--- src/rtl/uart_pkg.sv ---
// rtl/uart_pkg.sv - shared UART state encodings and counter width helpers
package uart_pkg;

  typedef enum logic [2:0] {
    ST_IDLE   = 3'd0,
    ST_START  = 3'd1,
    ST_DATA   = 3'd2,
    ST_PARITY = 3'd3,
    ST_STOP   = 3'd4
  } uart_state_e;

  // Width of a counter holding values 0..n-1, never narrower than one bit
  function automatic int uart_cnt_w(input int n);
    return (n <= 2) ? 1 : $clog2(n);
  endfunction

  localparam int UART_OVERSAMPLE_DEF = 16;
  localparam int UART_DBITS_DEF      = 8;
  localparam int UART_TICK_W_DEF     = uart_cnt_w(UART_OVERSAMPLE_DEF);
  localparam int UART_BIT_W_DEF      = uart_cnt_w(UART_DBITS_DEF + 1);

endpackage

--- src/rtl/baud_gen.sv ---
// rtl/baud_gen.sv - free-running oversample tick, one pulse every DIVISOR clocks
module baud_gen
  import uart_pkg::*;
#(
  parameter int DIVISOR = 16
) (
  input  logic clk,
  input  logic rst,
  output logic tick
);

  localparam int CNT_W = uart_cnt_w(DIVISOR);
  localparam logic [CNT_W-1:0] CNT_LAST = CNT_W'(DIVISOR - 1);

  logic [CNT_W-1:0] cnt_q, cnt_d;
  logic             tick_q, tick_d;

  // Count 0..DIVISOR-1 and flag the wrap
  always_comb begin
    cnt_d  = cnt_q + CNT_W'(1);
    tick_d = 1'b0;
    if (cnt_q == CNT_LAST) begin
      cnt_d  = '0;
      tick_d = 1'b1;
    end
  end

  // Divider state, restarted by reset
  always_ff @(posedge clk) begin
    if (rst) begin
      cnt_q  <= '0;
      tick_q <= 1'b0;
    end else begin
      cnt_q  <= cnt_d;
      tick_q <= tick_d;
    end
  end

  assign tick = tick_q;

endmodule

--- src/rtl/uart_rx.sv ---
// rtl/uart_rx.sv - oversampling UART receiver; UART_RX_PARITY_EN enables the parity bit
module uart_rx
  import uart_pkg::*;
#(
  parameter int DIVISOR    = 16,
  parameter int OVERSAMPLE = 16,
  parameter int DBITS      = 8,
  parameter int PARITY_ODD = 0
) (
  input  logic             clk,
  input  logic             rst,
  input  logic             rx,
  input  logic             full,
  output logic [DBITS-1:0] data,
  output logic             inc,
  output logic             busy,
  output logic             frame_err,
  output logic             overrun,
  output logic             parity_err
);

  localparam int TICK_W = uart_cnt_w(OVERSAMPLE);
  localparam int BIT_W  = uart_cnt_w(DBITS + 1);
  localparam logic [TICK_W-1:0] HALF_LAST = TICK_W'(OVERSAMPLE / 2 - 1);
  localparam logic [TICK_W-1:0] BIT_LAST  = TICK_W'(OVERSAMPLE - 1);
  localparam logic [BIT_W-1:0]  DATA_LAST = BIT_W'(DBITS - 1);

  if (OVERSAMPLE < 8 || (OVERSAMPLE % 2) != 0 || PARITY_ODD < 0 || PARITY_ODD > 1) begin : g_bad_param
    $error("uart_rx: OVERSAMPLE must be even and >= 8, PARITY_ODD must be 0 or 1");
  end

  logic tick;

  baud_gen #(.DIVISOR(DIVISOR)) u_baud_gen (
    .clk  (clk),
    .rst  (rst),
    .tick (tick)
  );

  logic              rx_meta_q, rx_s_q;
  uart_state_e       state_q, state_d;
  logic [TICK_W-1:0] tick_cnt_q, tick_cnt_d;
  logic [BIT_W-1:0]  bit_cnt_q, bit_cnt_d;
  logic [DBITS-1:0]  shift_q, shift_d;
  logic [DBITS-1:0]  data_q, data_d;
  logic              inc_q, inc_d;
  logic              busy_q, busy_d;
  logic              frame_err_q, frame_err_d;
  logic              overrun_q, overrun_d;
  logic              parity_err_q, parity_err_d;
  logic              armed_q, armed_d;
  logic              par_bad;

`ifdef UART_RX_PARITY_EN
  logic par_bit_q, par_bit_d;

  // Received parity bit against the parity computed over the shifted byte
  always_comb begin
    par_bad = par_bit_q != ((^shift_q) ^ (PARITY_ODD != 0));
  end
`else
  // No parity bit in the frame
  always_comb begin
    par_bad = 1'b0;
  end
`endif

  // Two-flop synchroniser; idles high so reset does not fake a start bit
  always_ff @(posedge clk) begin
    if (rst) begin
      rx_meta_q <= 1'b1;
      rx_s_q    <= 1'b1;
    end else begin
      rx_meta_q <= rx;
      rx_s_q    <= rx_meta_q;
    end
  end

  // Frame FSM: next state, counters, shift register and registered pulses
  always_comb begin
    state_d      = state_q;
    tick_cnt_d   = tick_cnt_q;
    bit_cnt_d    = bit_cnt_q;
    shift_d      = shift_q;
    data_d       = data_q;
    inc_d        = 1'b0;
    frame_err_d  = 1'b0;
    overrun_d    = 1'b0;
    parity_err_d = 1'b0;
    armed_d      = armed_q | rx_s_q;
`ifdef UART_RX_PARITY_EN
    par_bit_d    = par_bit_q;
`endif

    case (state_q)
      ST_IDLE: begin
        if (armed_q && !rx_s_q) begin
          state_d    = ST_START;
          tick_cnt_d = '0;
          bit_cnt_d  = '0;
        end
      end

      ST_START: begin
        if (tick) begin
          if (tick_cnt_q == HALF_LAST) begin
            state_d    = rx_s_q ? ST_IDLE : ST_DATA;
            tick_cnt_d = '0;
            bit_cnt_d  = '0;
          end else begin
            tick_cnt_d = tick_cnt_q + TICK_W'(1);
          end
        end
      end

      ST_DATA: begin
        if (tick) begin
          if (tick_cnt_q == BIT_LAST) begin
            shift_d    = {rx_s_q, shift_q[DBITS-1:1]};
            tick_cnt_d = '0;
            bit_cnt_d  = bit_cnt_q + BIT_W'(1);
            if (bit_cnt_q == DATA_LAST) begin
`ifdef UART_RX_PARITY_EN
              state_d = ST_PARITY;
`else
              state_d = ST_STOP;
`endif
              bit_cnt_d = '0;
            end
          end else begin
            tick_cnt_d = tick_cnt_q + TICK_W'(1);
          end
        end
      end

`ifdef UART_RX_PARITY_EN
      ST_PARITY: begin
        if (tick) begin
          if (tick_cnt_q == BIT_LAST) begin
            par_bit_d  = rx_s_q;
            state_d    = ST_STOP;
            tick_cnt_d = '0;
            bit_cnt_d  = '0;
          end else begin
            tick_cnt_d = tick_cnt_q + TICK_W'(1);
          end
        end
      end
`endif

      ST_STOP: begin
        if (tick) begin
          if (tick_cnt_q == BIT_LAST) begin
            state_d    = ST_IDLE;
            tick_cnt_d = '0;
            bit_cnt_d  = '0;
            // A low stop bit also disarms, so a held break cannot retrigger
            if (!rx_s_q) begin
              frame_err_d = 1'b1;
              armed_d     = 1'b0;
            end
            if (par_bad) begin
              parity_err_d = 1'b1;
            end
            if (rx_s_q && !par_bad) begin
              if (full) begin
                overrun_d = 1'b1;
              end else begin
                inc_d  = 1'b1;
                data_d = shift_q;
              end
            end
          end else begin
            tick_cnt_d = tick_cnt_q + TICK_W'(1);
          end
        end
      end

      default: begin
        state_d = ST_IDLE;
      end
    endcase

    busy_d = (state_d != ST_IDLE);
  end

  // FSM and output registers
  always_ff @(posedge clk) begin
    if (rst) begin
      state_q      <= ST_IDLE;
      tick_cnt_q   <= '0;
      bit_cnt_q    <= '0;
      shift_q      <= '0;
      data_q       <= '0;
      inc_q        <= 1'b0;
      busy_q       <= 1'b0;
      frame_err_q  <= 1'b0;
      overrun_q    <= 1'b0;
      parity_err_q <= 1'b0;
      armed_q      <= 1'b1;
`ifdef UART_RX_PARITY_EN
      par_bit_q    <= 1'b0;
`endif
    end else begin
      state_q      <= state_d;
      tick_cnt_q   <= tick_cnt_d;
      bit_cnt_q    <= bit_cnt_d;
      shift_q      <= shift_d;
      data_q       <= data_d;
      inc_q        <= inc_d;
      busy_q       <= busy_d;
      frame_err_q  <= frame_err_d;
      overrun_q    <= overrun_d;
      parity_err_q <= parity_err_d;
      armed_q      <= armed_d;
`ifdef UART_RX_PARITY_EN
      par_bit_q    <= par_bit_d;
`endif
    end
  end

  assign data       = data_q;
  assign inc        = inc_q;
  assign busy       = busy_q;
  assign frame_err  = frame_err_q;
  assign overrun    = overrun_q;
  assign parity_err = parity_err_q;

endmodule

--- config.mk ---
export PLATFORM = sky130hd
export DESIGN_NAME = uart_rx
export DESIGN_NICKNAME = d
export VERILOG_FILES = /design/src/rtl/uart_pkg.sv /design/src/rtl/baud_gen.sv /design/src/rtl/uart_rx.sv
export SDC_FILE = /design/constraint.sdc
export NUM_CORES = 1
export LEC_CHECK = 0
export ABC_AREA = 0
export CAP_MARGIN = 0
export CORE_MARGIN = 2
export CORE_UTILIZATION = 35
export CTS_CLUSTER_DIAMETER = 30
export DETAILED_ROUTE_END_ITERATION = 10
export PLACE_DENSITY_LB_ADDON = 0.08
export SKIP_CTS_REPAIR_TIMING = 1
export SLEW_MARGIN = 10
export SYNTH_ARGS = -nofsm -noshare
export SYNTH_HDL_FRONTEND = slang
export SYNTH_HIERARCHICAL = 1
export SYNTH_SLANG_ARGS = --single-unit
export TNS_END_PERCENT = 1
--- constraint.sdc ---
create_clock -name clk -period 2 [get_ports clk]
set_input_delay 0.4 -clock clk [delete_from_list [all_inputs] [get_ports clk]]
set_output_delay 0.4 -clock clk [all_outputs]
set_load 0.05 [all_outputs]
* Word level (Yosys, flattened, before mapping)
Cells that the tools add are included.
** Storage, ports and cells
- Memory bits (writable) :: 0
- Memories :: 0
- ROM bits :: 0
- Output and inout port bits :: 13
- Register bits after elaboration :: 39
- Bits of input ports :: 4
- Latch bits :: 0
** Cells by class
- Reduce and logical (&&, ||, !) cells :: 14
- Equal/unequal tests :: 15
- Add/subtract/negate cells :: 3
- Bitwise logic cells :: 6
- Div/mod/pow operators :: 0
- Mux-type cells :: 32
- $lt $le $gt $ge :: 0
- Shifts and indexed selects :: 0
- Multipliers :: 0
** Operators by type and width (number)
- 2-to-1 mux 4 bit :: 12
- 2-to-1 mux 3 bit :: 8
- case mux 4 bit (4 select lines) :: 1
- adder 4 x 1 -> 4 bit (second input constant) :: 3
- case mux 3 bit (4 select lines) :: 1
- case mux 4 bit (3 select lines) :: 1
- equality test 4 x 3 -> 1 bit (second input constant) :: 2
- equality test 4 bit (second input constant) :: 2
- 2-to-1 mux 1 bit :: 8
- inequality test 2 x 1 -> 1 bit (second input constant) :: 4
- inequality test 2 bit (second input constant) :: 4
- AND reduction 8 bit :: 1
- nonzero test 3 bit :: 2
- NOT 1 bit :: 5
- AND reduction 5 bit :: 1
- OR reduction 5 bit :: 1
- AND reduction 4 bit :: 1
- nonzero test 4 bit :: 1
- OR reduction 2 bit :: 2
- OR reduction 4 bit :: 1
- equality test 3 x 1 -> 1 bit (second input constant) :: 1
- equality test 3 x 2 -> 1 bit (second input constant) :: 1
- equality test 3 bit (second input constant) :: 1
- zero test 3 bit :: 1
- other kinds (5) :: 5

* Longest topological paths before layout
Gate-level depths: netlist of the first run.
- Depth in word-level cells :: 6
- Depth in mapped cells :: 6
- Mapped depth without buffers :: 6

* Modules after synthesis
The synthesis of the first run kept the hierarchy.
** By module, submodules not included
- uart_rx :: area each 1450.1 um^2, cells an instance 155, instances 1
- baud_gen :: area each 188.9 um^2, cells an instance 17, instances 1

* Worst setup path before layout of the first run
OpenSTA, ideal clock, no wires.
- Path kind :: reg2reg
- From :: register tick_cnt_q[0]
- To :: register armed_q
- Data arrival time :: 1.821 ns
- Cell stages (with the launch flop) :: 5
- Setup slack :: 0.059 ns
- Setup time :: 0.120 ns
- Required time :: 1.880 ns
- Path buffers :: 0
- Path through :: dfxtp_1 ha_1 nand4_1 or4b_2 a211o_2
** Between the ends
- Longest elaborated chain between the ends :: 4
** RTL lines
- start, declared :: line uart_rx.sv:42 : logic [TICK_W-1:0] tick_cnt_q, tick_cnt_d;
- start signal, assigned :: line uart_rx.sv:206 : tick_cnt_q <= tick_cnt_d;
- equality test 4 bit :: line uart_rx.sv:153 : if (tick_cnt_q == BIT_LAST) begin
- 2-to-1 mux 1 bit :: line uart_rx.sv:153
- 2-to-1 mux 1 bit :: line uart_rx.sv:152 : if (tick) begin
- 2-to-1 mux 1 bit :: line uart_rx.sv:95 : case (state_q)
- end signal, assigned :: line uart_rx.sv:215 : armed_q <= armed_d;
- end, declared :: line uart_rx.sv:51 : logic armed_q, armed_d;
Every way passes these cells.
A chain may end at the register's enable or synchronous reset.

* Worst setup path in the final report of the first run
Same ends and word-level chain as after synthesis.

==> reports/qor.json, run 1 <==
{
  "die-width": {"value": 72.4, "unit": "um"},
  "synth-xor-area-share": {"value": 1.60, "unit": "%"},
  "via_count_of_the_first_global_routing_pass": {"value": 1260},
  "critical_path_buf_inv_count": {"value": 0},
  "crit_path_start_kind": {"value": "flip-flop"},
  "timing.fmax": {"value": 527, "unit": "MHz"},
  "run_status": {"value": "finished, final reports clean"},
  "portBuffers": {"value": 15},
  "initial_utilization": {"value": 36.9, "unit": "%"},
  "yosysSeqAreaShare": {"value": 47.6, "unit": "%"},
  "h_tree_level_count": {"value": 2},
  "multi_input_comb_area": {"value": 803, "unit": "um2"},
  "gr-usage-all-layers": {"value": 13.5, "unit": "%"},
  "synth-adder-area-share": {"value": 2.29, "unit": "%"},
  "footprint_of_the_flip_flops_and_latches": {"value": 785, "unit": "um2"},
  "filler_cell_count": {"value": 444},
  "worst_pin_slew": {"value": 0.477, "unit": "ns"},
  "cts_root_buf": {"value": "sky130_fd_sc_hd__clkbuf_8"},
  "slowest_stage": {"value": "sky130_fd_sc_hd__or4b_2"},
  "postSynthNetCount": {"value": 179},
  "worst_ep_required_time": {"value": 2.17, "unit": "ns"},
  "synth_cell_types": {"value": 41},
  "hold_path.startpoint": {"value": "rx_meta_q$_SDFF_PP1_"},
  "finalNetCount": {"value": 205},
  "cell_family_with_most_cp_delay": {"value": "simple AND/OR/NAND/NOR gates"},
  "drt-wirelength-per-cell": {"value": 13.2, "unit": "um"},
  "final_clock_skew": {"value": 0.00600, "unit": "ns"},
  "number_of_antenna_violations_at_the_first_check_in_global_routing": {"value": 0},
  "std_cell_rows": {"value": 24},
  "route.antenna.remaining_nets": {"value": 0},
  "synth_area": {"value": 0.00164, "unit": "mm2"},
  "hold_depth": {"value": 1},
  "leakagePower": {"value": 0.725, "unit": "nW"},
  "cts_tree": {"value": "yes"},
  "crit_path_arrival_time": {"value": 2.07, "unit": "ns"},
  "timing.final.max_slew_violations": {"value": 0},
  "synth_enable_flop_cells": {"value": 0},
  "postSynthRegisterBits": {"value": 39},
  "r2r-start": {"value": "tick_cnt_q[0]$_SDFFE_PP0P_"},
  "slew-limit-headroom": {"value": 67.4, "unit": "%"},
  "fin_tns_setup": {"value": 0, "unit": "ns"},
  "drt-vias-per-instance": {"value": 5.08},
  "rsz0062_at_grt": {"value": "false"},
  "largest_family_of_logic_cells_by_synthesized_area": {"value": "simple AND/OR/NAND/NOR gates"},
  "num_vias": {"value": 1271},
  "drive_gt1_share": {"value": 18.2, "unit": "%"},
  "capture_endpoint_of_the_worst_hold_path": {"value": "rx_s_q$_SDFF_PP1_"},
  "design.die.area": {"value": 0.00525, "unit": "mm2"},
  "period_needed": {"value": 1.90, "unit": "ns"},
  "hold_viol_final": {"value": 0},
  "synthMuxAreaShare": {"value": 10.4, "unit": "%"},
  "critical_path.endpoint_type": {"value": "flip-flop"},
  "post_synth_inst_count": {"value": 172},
  "tritoncts_num_sinks": {"value": 39},
  "insertedDiodeCount": {"value": 0},
  "yosys_warning_total": {"value": 6},
  "power-per-cell-area": {"value": 692, "unit": "mW/mm2"},
  "synth.avg_cell_area": {"value": 9.53, "unit": "um2"},
  "worst-r2r-cell-count": {"value": 4},
  "worstHoldPathType": {"value": "reg2reg"},
  "asyncSetResetFlopFracSynth": {"value": 0, "unit": "%"},
  "worst-r2r-setup-slack": {"value": 0.10, "unit": "ns"},
  "grt_max_degree": {"value": 30},
  "dieHeight": {"value": 72.4, "unit": "um"},
  "timing.final.setup_violations": {"value": 0},
  "cts_buffers": {"value": 5},
  "cts.reportedPaths.clkPinSlew": {"value": 0.08, "unit": "ns"},
  "design.portCount": {"value": 17},
  "core_region_area": {"value": 0.00444, "unit": "mm2"},
  "gp_congestion": {"value": 0.757},
  "drt_wl_total": {"value": 3290, "unit": "um"},
  "dr.pass1.iters": {"value": 4},
  "period_share": {"value": 94.9, "unit": "%"},
  "finalHoldWorstSlack": {"value": 0.433, "unit": "ns"},
  "worst_path_largest_cell_delay": {"value": 0.69, "unit": "ns"},
  "critical_path.cell_chain": {"value": "ha_1 > nand4_1 > or4b_2 > a211o_2"},
  "grt_first_pass_wirelength": {"value": 5520, "unit": "um"},
  "synthSimpleGateAreaFrac": {"value": 23.7, "unit": "%"},
  "drcViolationCount": {"value": 0},
  "max-vdd-ir-drop": {"value": 466, "unit": "uV"},
  "synth_compound_gate_area_share": {"value": 9.54, "unit": "%"},
  "area_growth_syn_to_layout": {"value": 22.7, "unit": "%"},
  "number_of_violations_of_the_max_capacitance_limit": {"value": 0},
  "critical_path_class": {"value": "reg2reg"},
  "cts-root-to-sink-buffers": {"value": 2},
  "drt_first_iter_violations": {"value": 73},
  "grt-ovfl-total": {"value": 0},
  "detailedPlacementHpwl": {"value": 2310, "unit": "um"},
  "clkLatencyLatePin": {"value": 0.28, "unit": "ns"},
  "worstReg2RegEnd": {"value": "armed_q$_SDFF_PP1_"},
  "most_common_flop_cell_mapped_by_yosys": {"value": "sky130_fd_sc_hd__dfxtp_1"},
  "critical_path.max_fanout": {"value": 5}
}
[per-layer routing]
layer | global-route usage (%) | part of all wire, %
met1 | 17.0 | 48
met2 | 22.6 | 48
met3 | 3.33 | 2.7
met4 | 4.32 | 0.94
met5 | 0 | 0
[stage by stage]
step	setup slack, ns	area [um2]	utilization [%]	std cells	power [mW]
detailed placement	0.0678	1880	42.4	241	0.879
finish	0.101	2010	45.3	250	1.39
floorplan	0.0593	1640	-	172	0.856
CTS	0.0422	1970	44.4	248	1.41
global route	0.00464	2010	45.3	250	1.45
global placement	0.138	1880	42.4	241	0.876
[final cells by class]
| type | instances | area share (%) |
|---|---|---|
| clock buffer | 6 | 4.10 |
| multi-input combinational | 120 | 39.9 |
| inverter | 5 | 0.933 |
| sequential | 39 | 39.0 |
| tap | 52 | 3.23 |
| timing repair buffer | 27 | 12.6 |
| clock inverter | 1 | 0.249 |
[where the power goes]
group,switching [mW],internal [mW],leakage (nW)
Clock,0.256,0.271,0.0470
Combinational,0.0393,0.0319,0.362
Sequential,0.00947,0.785,0.316
[cell families after synthesis]
logic type,count (synthesis)
adders and majority gates,3
xor gates and xnor gates,3
and+or+nand+nor,71
DFF,39
muxes,17
AOI/OAI and AO/OA,25
buffers and inverters,13
other,1
[layout by cell type (no fill, tap or decap), types with 4 or more instances in the layout]
cell                              Yosys  final
sky130_fd_sc_hd__mux2i_1             17     17
sky130_fd_sc_hd__nand3_1              4      4
sky130_fd_sc_hd__buf_4                1     11
sky130_fd_sc_hd__dfxtp_1             39     36
sky130_fd_sc_hd__nor2_1              26     26
sky130_fd_sc_hd__clkbuf_8             0      6
sky130_fd_sc_hd__o21ai_0              7      7
sky130_fd_sc_hd__nor3_1               6      6
sky130_fd_sc_hd__nand2_1              6      6
sky130_fd_sc_hd__inv_1                5      5
sky130_fd_sc_hd__clkdlybuf4s50_1      0     15
sky130_fd_sc_hd__a21oi_1             11     10
[registers in the layout (all words and copies together) (netlist names), 3 cells and up]
signal / flops
u_baud_gen/cnt_q: 4
data: 8
tick_cnt_q: 4
bit_cnt_q: 4
shift_q: 8
state_q: 3
[Yosys cell counts, types with 2 or more instances]
library cell               number  area share [%]
sky130_fd_sc_hd__dfxtp_1       39              48
sky130_fd_sc_hd__o21ai_0        7             2.1
sky130_fd_sc_hd__nand4_1        3             1.1
sky130_fd_sc_hd__nor2_1        26             6.0
sky130_fd_sc_hd__or4b_1         2             1.2
sky130_fd_sc_hd__and3_1         3             1.1
sky130_fd_sc_hd__ha_1           3             2.3
sky130_fd_sc_hd__nor3_1         6             1.8
sky130_fd_sc_hd__xor2_1         2             1.1
sky130_fd_sc_hd__nand3_1        4             1.2
sky130_fd_sc_hd__or4_1          3             1.4
sky130_fd_sc_hd__nand2_1        6             1.4
sky130_fd_sc_hd__or3_1          2            0.76
sky130_fd_sc_hd__inv_1          5             1.1
sky130_fd_sc_hd__mux2i_1       17              10
sky130_fd_sc_hd__buf_6          3             2.1
sky130_fd_sc_hd__nor2_2         2            0.76
sky130_fd_sc_hd__a21oi_1       11             3.4
sky130_fd_sc_hd__nand3b_1       2            0.92
sky130_fd_sc_hd__a31oi_1        2            0.76
sky130_fd_sc_hd__or2_2          2            0.76
sky130_fd_sc_hd__clkbuf_1       3            0.69
[worst register-to-register path: cells and delay by family, from the launching register on]
family | cells | cell delay (ns)
AND/OR/NAND/NOR | 2 | 0.82
flip-flops | 1 | 0.38
AO/OA/AOI/OAI | 1 | 0.35
adder cells (fa/ha/maj) | 1 | 0.25
[how the worst max path moves through the flow]
stage	startpoint	to	slack, ns	depth (start not counted)
2_1_floorplan	tick_cnt_q[0]$_SDFFE_PP0P_	armed_q$_SDFF_PP1_	0.06	4
4_1_cts	state_q[2]$_SDFF_PP0_	bit_cnt_q[2]$_SDFFE_PP0P_	0.04	5
6_report	tick_cnt_q[0]$_SDFFE_PP0P_	armed_q$_SDFF_PP1_	0.10	4
5_1_grt	tick_cnt_q[0]$_SDFFE_PP0P_	armed_q$_SDFF_PP1_	0.005	4
3_3_place_gp	state_q[2]$_SDFF_PP0_	bit_cnt_q[3]$_SDFFE_PP0P_	0.14	5
3_5_place_dp	state_q[2]$_SDFF_PP0_	bit_cnt_q[2]$_SDFFE_PP0P_	0.07	5
No activity file was read; power rests on OpenSTA's default activity.
==> run 2, diff against run 1 <==
--- a/config.mk
+++ b/config.mk
@@ -18,4 +18,3 @@
 export SYNTH_HDL_FRONTEND = slang
 export SYNTH_HIERARCHICAL = 1
 export SYNTH_SLANG_ARGS = --single-unit
-export TNS_END_PERCENT = 1
==> results of run 2 <==
Final layout, timing and power as in run 1 (identical DEF).
==> run 3, diff against run 2 <==
--- a/config.mk
+++ b/config.mk
@@ -7,7 +7,6 @@
 export LEC_CHECK = 0
 export ABC_AREA = 0
 export CAP_MARGIN = 0
-export CORE_MARGIN = 2
 export CORE_UTILIZATION = 35
 export CTS_CLUSTER_DIAMETER = 30
 export DETAILED_ROUTE_END_ITERATION = 10
==> run 3 against run 2 <==
  * Global-route usage increased by 0.62 points
  * Critical path depth is 1 higher
  * Sequential power about the same
  * Combinational power is 2% lower
  * Largest power group unchanged
  * Final area fell by 0.62%
  * Register-to-register slack barely moved
  * Maximum frequency is essentially flat
  * Sequential cell count unchanged
  * Clock-buffer cell count is 1 higher
==> reports/qor.json, run 3 (same netlist as run 1, synthesis figures left out) <==
{
  "run_status": {"value": "finished, final reports clean"},
  "portBuffers": {"value": 15, "change": "unchanged"},
  "cts_buffers": {"value": 5, "change": "unchanged"},
  "power-per-cell-area": {"value": 706, "unit": "mW/mm2", "change": "+2.0%"},
  "finalHoldWorstSlack": {"value": 0.414, "unit": "ns", "change": "-0.0186 ns"},
  "final_clock_skew": {"value": 0.00933, "unit": "ns", "change": "+0.00333 ns"},
  "hold_depth": {"value": 1, "change": "unchanged"},
  "grt-ovfl-total": {"value": 0, "change": "unchanged"},
  "slew-limit-headroom": {"value": 59.4, "unit": "%", "change": "-8.0 points"},
  "fin_tns_setup": {"value": 0, "unit": "ns", "change": "unchanged"},
  "critical_path_class": {"value": "reg2reg"},
  "worstReg2RegEnd": {"value": "bit_cnt_q[3]$_SDFFE_PP0P_"},
  "cts.reportedPaths.clkPinSlew": {"value": 0.08, "unit": "ns", "change": "about the same"},
  "worst-r2r-cell-count": {"value": 5, "change": "+1"},
  "filler_cell_count": {"value": 429, "change": "-3.4%"},
  "leakagePower": {"value": 0.726, "unit": "nW", "change": "+0.15%"},
  "grt_first_pass_wirelength": {"value": 5420, "unit": "um", "change": "-1.8%"},
  "timing.final.max_slew_violations": {"value": 0, "change": "unchanged"},
  "crit_path_start_kind": {"value": "flip-flop"},
  "drt-wirelength-per-cell": {"value": 12.6, "unit": "um", "change": "-4.3%"},
  "number_of_antenna_violations_at_the_first_check_in_global_routing": {"value": 0, "change": "unchanged"},
  "design.portCount": {"value": 17, "change": "unchanged"},
  "hold_path.startpoint": {"value": "rx_meta_q$_SDFF_PP1_"},
  "rsz0062_at_grt": {"value": "true"},
  "worst_ep_required_time": {"value": 2.23, "unit": "ns", "change": "+0.06 ns"},
  "cts_tree": {"value": "yes"},
  "critical_path.endpoint_type": {"value": "flip-flop"},
  "final_common_cell": {"value": "sky130_fd_sc_hd__dfxtp_1"},
  "period_share": {"value": 94.9, "unit": "%", "change": "about the same"},
  "number_of_violations_of_the_max_capacitance_limit": {"value": 0, "change": "unchanged"},
  "max-vdd-ir-drop": {"value": 366, "unit": "uV", "change": "-21%"},
  "tritoncts_num_sinks": {"value": 39, "change": "unchanged"},
  "worst-r2r-setup-slack": {"value": 0.10, "unit": "ns", "change": "about the same"},
  "crit_path_arrival_time": {"value": 2.13, "unit": "ns", "change": "+0.06 ns"},
  "h_tree_level_count": {"value": 2, "change": "unchanged"},
  "period_needed": {"value": 1.90, "unit": "ns", "change": "-0.000748 ns"},
  "drcViolationCount": {"value": 0, "change": "unchanged"},
  "final_core_utilization": {"value": 45.3, "unit": "%", "change": "about the same"},
  "die-width": {"value": 70.4, "unit": "um", "change": "-2.8%"},
  "via_count_of_the_first_global_routing_pass": {"value": 1204, "change": "-4.4%"},
  "mostFrequentLayoutCells": {"value": "sky130_fd_sc_hd__dfxtp_1 (39), sky130_fd_sc_hd__nor2_1 (26), sky130_fd_sc_hd__mux2i_1 (17)"},
  "worstHoldPathType": {"value": "reg2reg"},
  "gr-usage-all-layers": {"value": 14.1, "unit": "%", "change": "+0.62 points"},
  "dr.pass1.iters": {"value": 4, "change": "unchanged"},
  "gp_congestion": {"value": 0.778, "change": "+2.7%"},
  "num_vias": {"value": 1277, "change": "+0.47%"},
  "std_cell_rows": {"value": 24, "change": "unchanged"},
  "drt-vias-per-instance": {"value": 5.09, "change": "about the same"},
  "r2r-start": {"value": "state_q[2]$_SDFF_PP0_"},
  "drive_gt1_share": {"value": 15.6, "unit": "%", "change": "-2.6 points"},
  "cts_root_buf": {"value": "sky130_fd_sc_hd__clkbuf_8"},
  "timing.final.setup_violations": {"value": 0, "change": "unchanged"},
  "drt_wl_total": {"value": 3160, "unit": "um", "change": "-3.9%"},
  "critical_path.max_fanout": {"value": 6, "change": "+1"},
  "area_growth_syn_to_layout": {"value": 22.0, "unit": "%"},
  "dieHeight": {"value": 70.4, "unit": "um", "change": "-2.8%"},
  "drt_first_iter_violations": {"value": 73, "change": "unchanged"},
  "detailedPlacementHpwl": {"value": 2220, "unit": "um", "change": "-3.9%"},
  "design.die.area": {"value": 0.00496, "unit": "mm2", "change": "-5.4%"},
  "core_region_area": {"value": 0.00441, "unit": "mm2", "change": "-0.68%"},
  "capture_endpoint_of_the_worst_hold_path": {"value": "rx_s_q$_SDFF_PP1_"},
  "cts-root-to-sink-buffers": {"value": 2, "change": "unchanged"},
  "timing.fmax": {"value": 527, "unit": "MHz", "change": "about the same"},
  "route.antenna.remaining_nets": {"value": 0, "change": "unchanged"},
  "insertedDiodeCount": {"value": 0, "change": "unchanged"},
  "grt_max_degree": {"value": 21, "change": "-30%"},
  "initial_utilization": {"value": 37.1, "unit": "%", "change": "+0.25 points"},
  "finalNetCount": {"value": 205, "change": "unchanged"},
  "clkLatencyLatePin": {"value": 0.29, "unit": "ns", "change": "about the same"},
  "hold_viol_final": {"value": 0, "change": "unchanged"},
  "worst_pin_slew": {"value": 0.594, "unit": "ns", "change": "+0.117 ns"}
}
-- run 3: through the flow --
stage	power [mW]	instance area, um2	cells	setup WS [ns]
finish	1.41	2000	251	0.102
detailed placement	0.881	1900	243	0.126
global route	1.48	2000	251	-0.0156
floorplan	0.856	1640	172	0.0593
global placement	0.878	1900	243	0.163
CTS	1.44	1990	251	0.112
-- run 3: routing by layer --
layer / share of wire (%) / vias up / global-route usage, % / wire [um]
met5: 0 / - / 0 / 0
met4: 2.1 / 0 / 6.89 / 65
met3: 5.7 / 8 / 4.91 / 180
met2: 43 / 36 / 21.5 / 1370
met1: 49 / 575 / 17.5 / 1550
li1: - / 658 / - / -
-- run 3: worst max-delay path, cell delays in order, from the launching register on --
cell and delay, ns:
sky130_fd_sc_hd__dfxtp_1 0.35, sky130_fd_sc_hd__or3b_1 0.38, sky130_fd_sc_hd__a221oi_2 0.30, sky130_fd_sc_hd__o22ai_2 0.16, sky130_fd_sc_hd__or4_1 0.52, sky130_fd_sc_hd__a21oi_1 0.12
-- run 3: area by class of cell --
class                      count  area, um2  share of cell area, %
inverter                       5       18.8                  0.939
tap                           52       65.1                   3.25
clock buffer                   7       86.3                   4.32
clock inverter                 1       8.76                  0.438
multi-input combinational    120        787                   39.4
timing repair buffer          27        253                   12.6
sequential                    39        781                   39.0
-- run 3: power by group --
group	switching, mW	leakage [nW]	internal, mW
registers	0.00766	0.315	0.785
logic	0.0407	0.362	0.0293
clock network	0.266	0.0484	0.282
total	0.315	0.726	1.10
-- run 3: worst max path at each step --
stage	slack, ns	endpoint	depth (start not counted)	startpoint
6_report	0.10	bit_cnt_q[3]$_SDFFE_PP0P_	5	state_q[2]$_SDFF_PP0_
5_1_grt	-0.02	tick_cnt_q[3]$_SDFFE_PP0P_	5	armed_q$_SDFF_PP1_
4_1_cts	0.11	bit_cnt_q[3]$_SDFFE_PP0P_	5	state_q[2]$_SDFF_PP0_
3_5_place_dp	0.13	bit_cnt_q[3]$_SDFFE_PP0P_	5	state_q[2]$_SDFF_PP0_
3_3_place_gp	0.16	bit_cnt_q[3]$_SDFFE_PP0P_	5	state_q[2]$_SDFF_PP0_
2_1_floorplan	0.06	armed_q$_SDFF_PP1_	4	tick_cnt_q[0]$_SDFFE_PP0P_
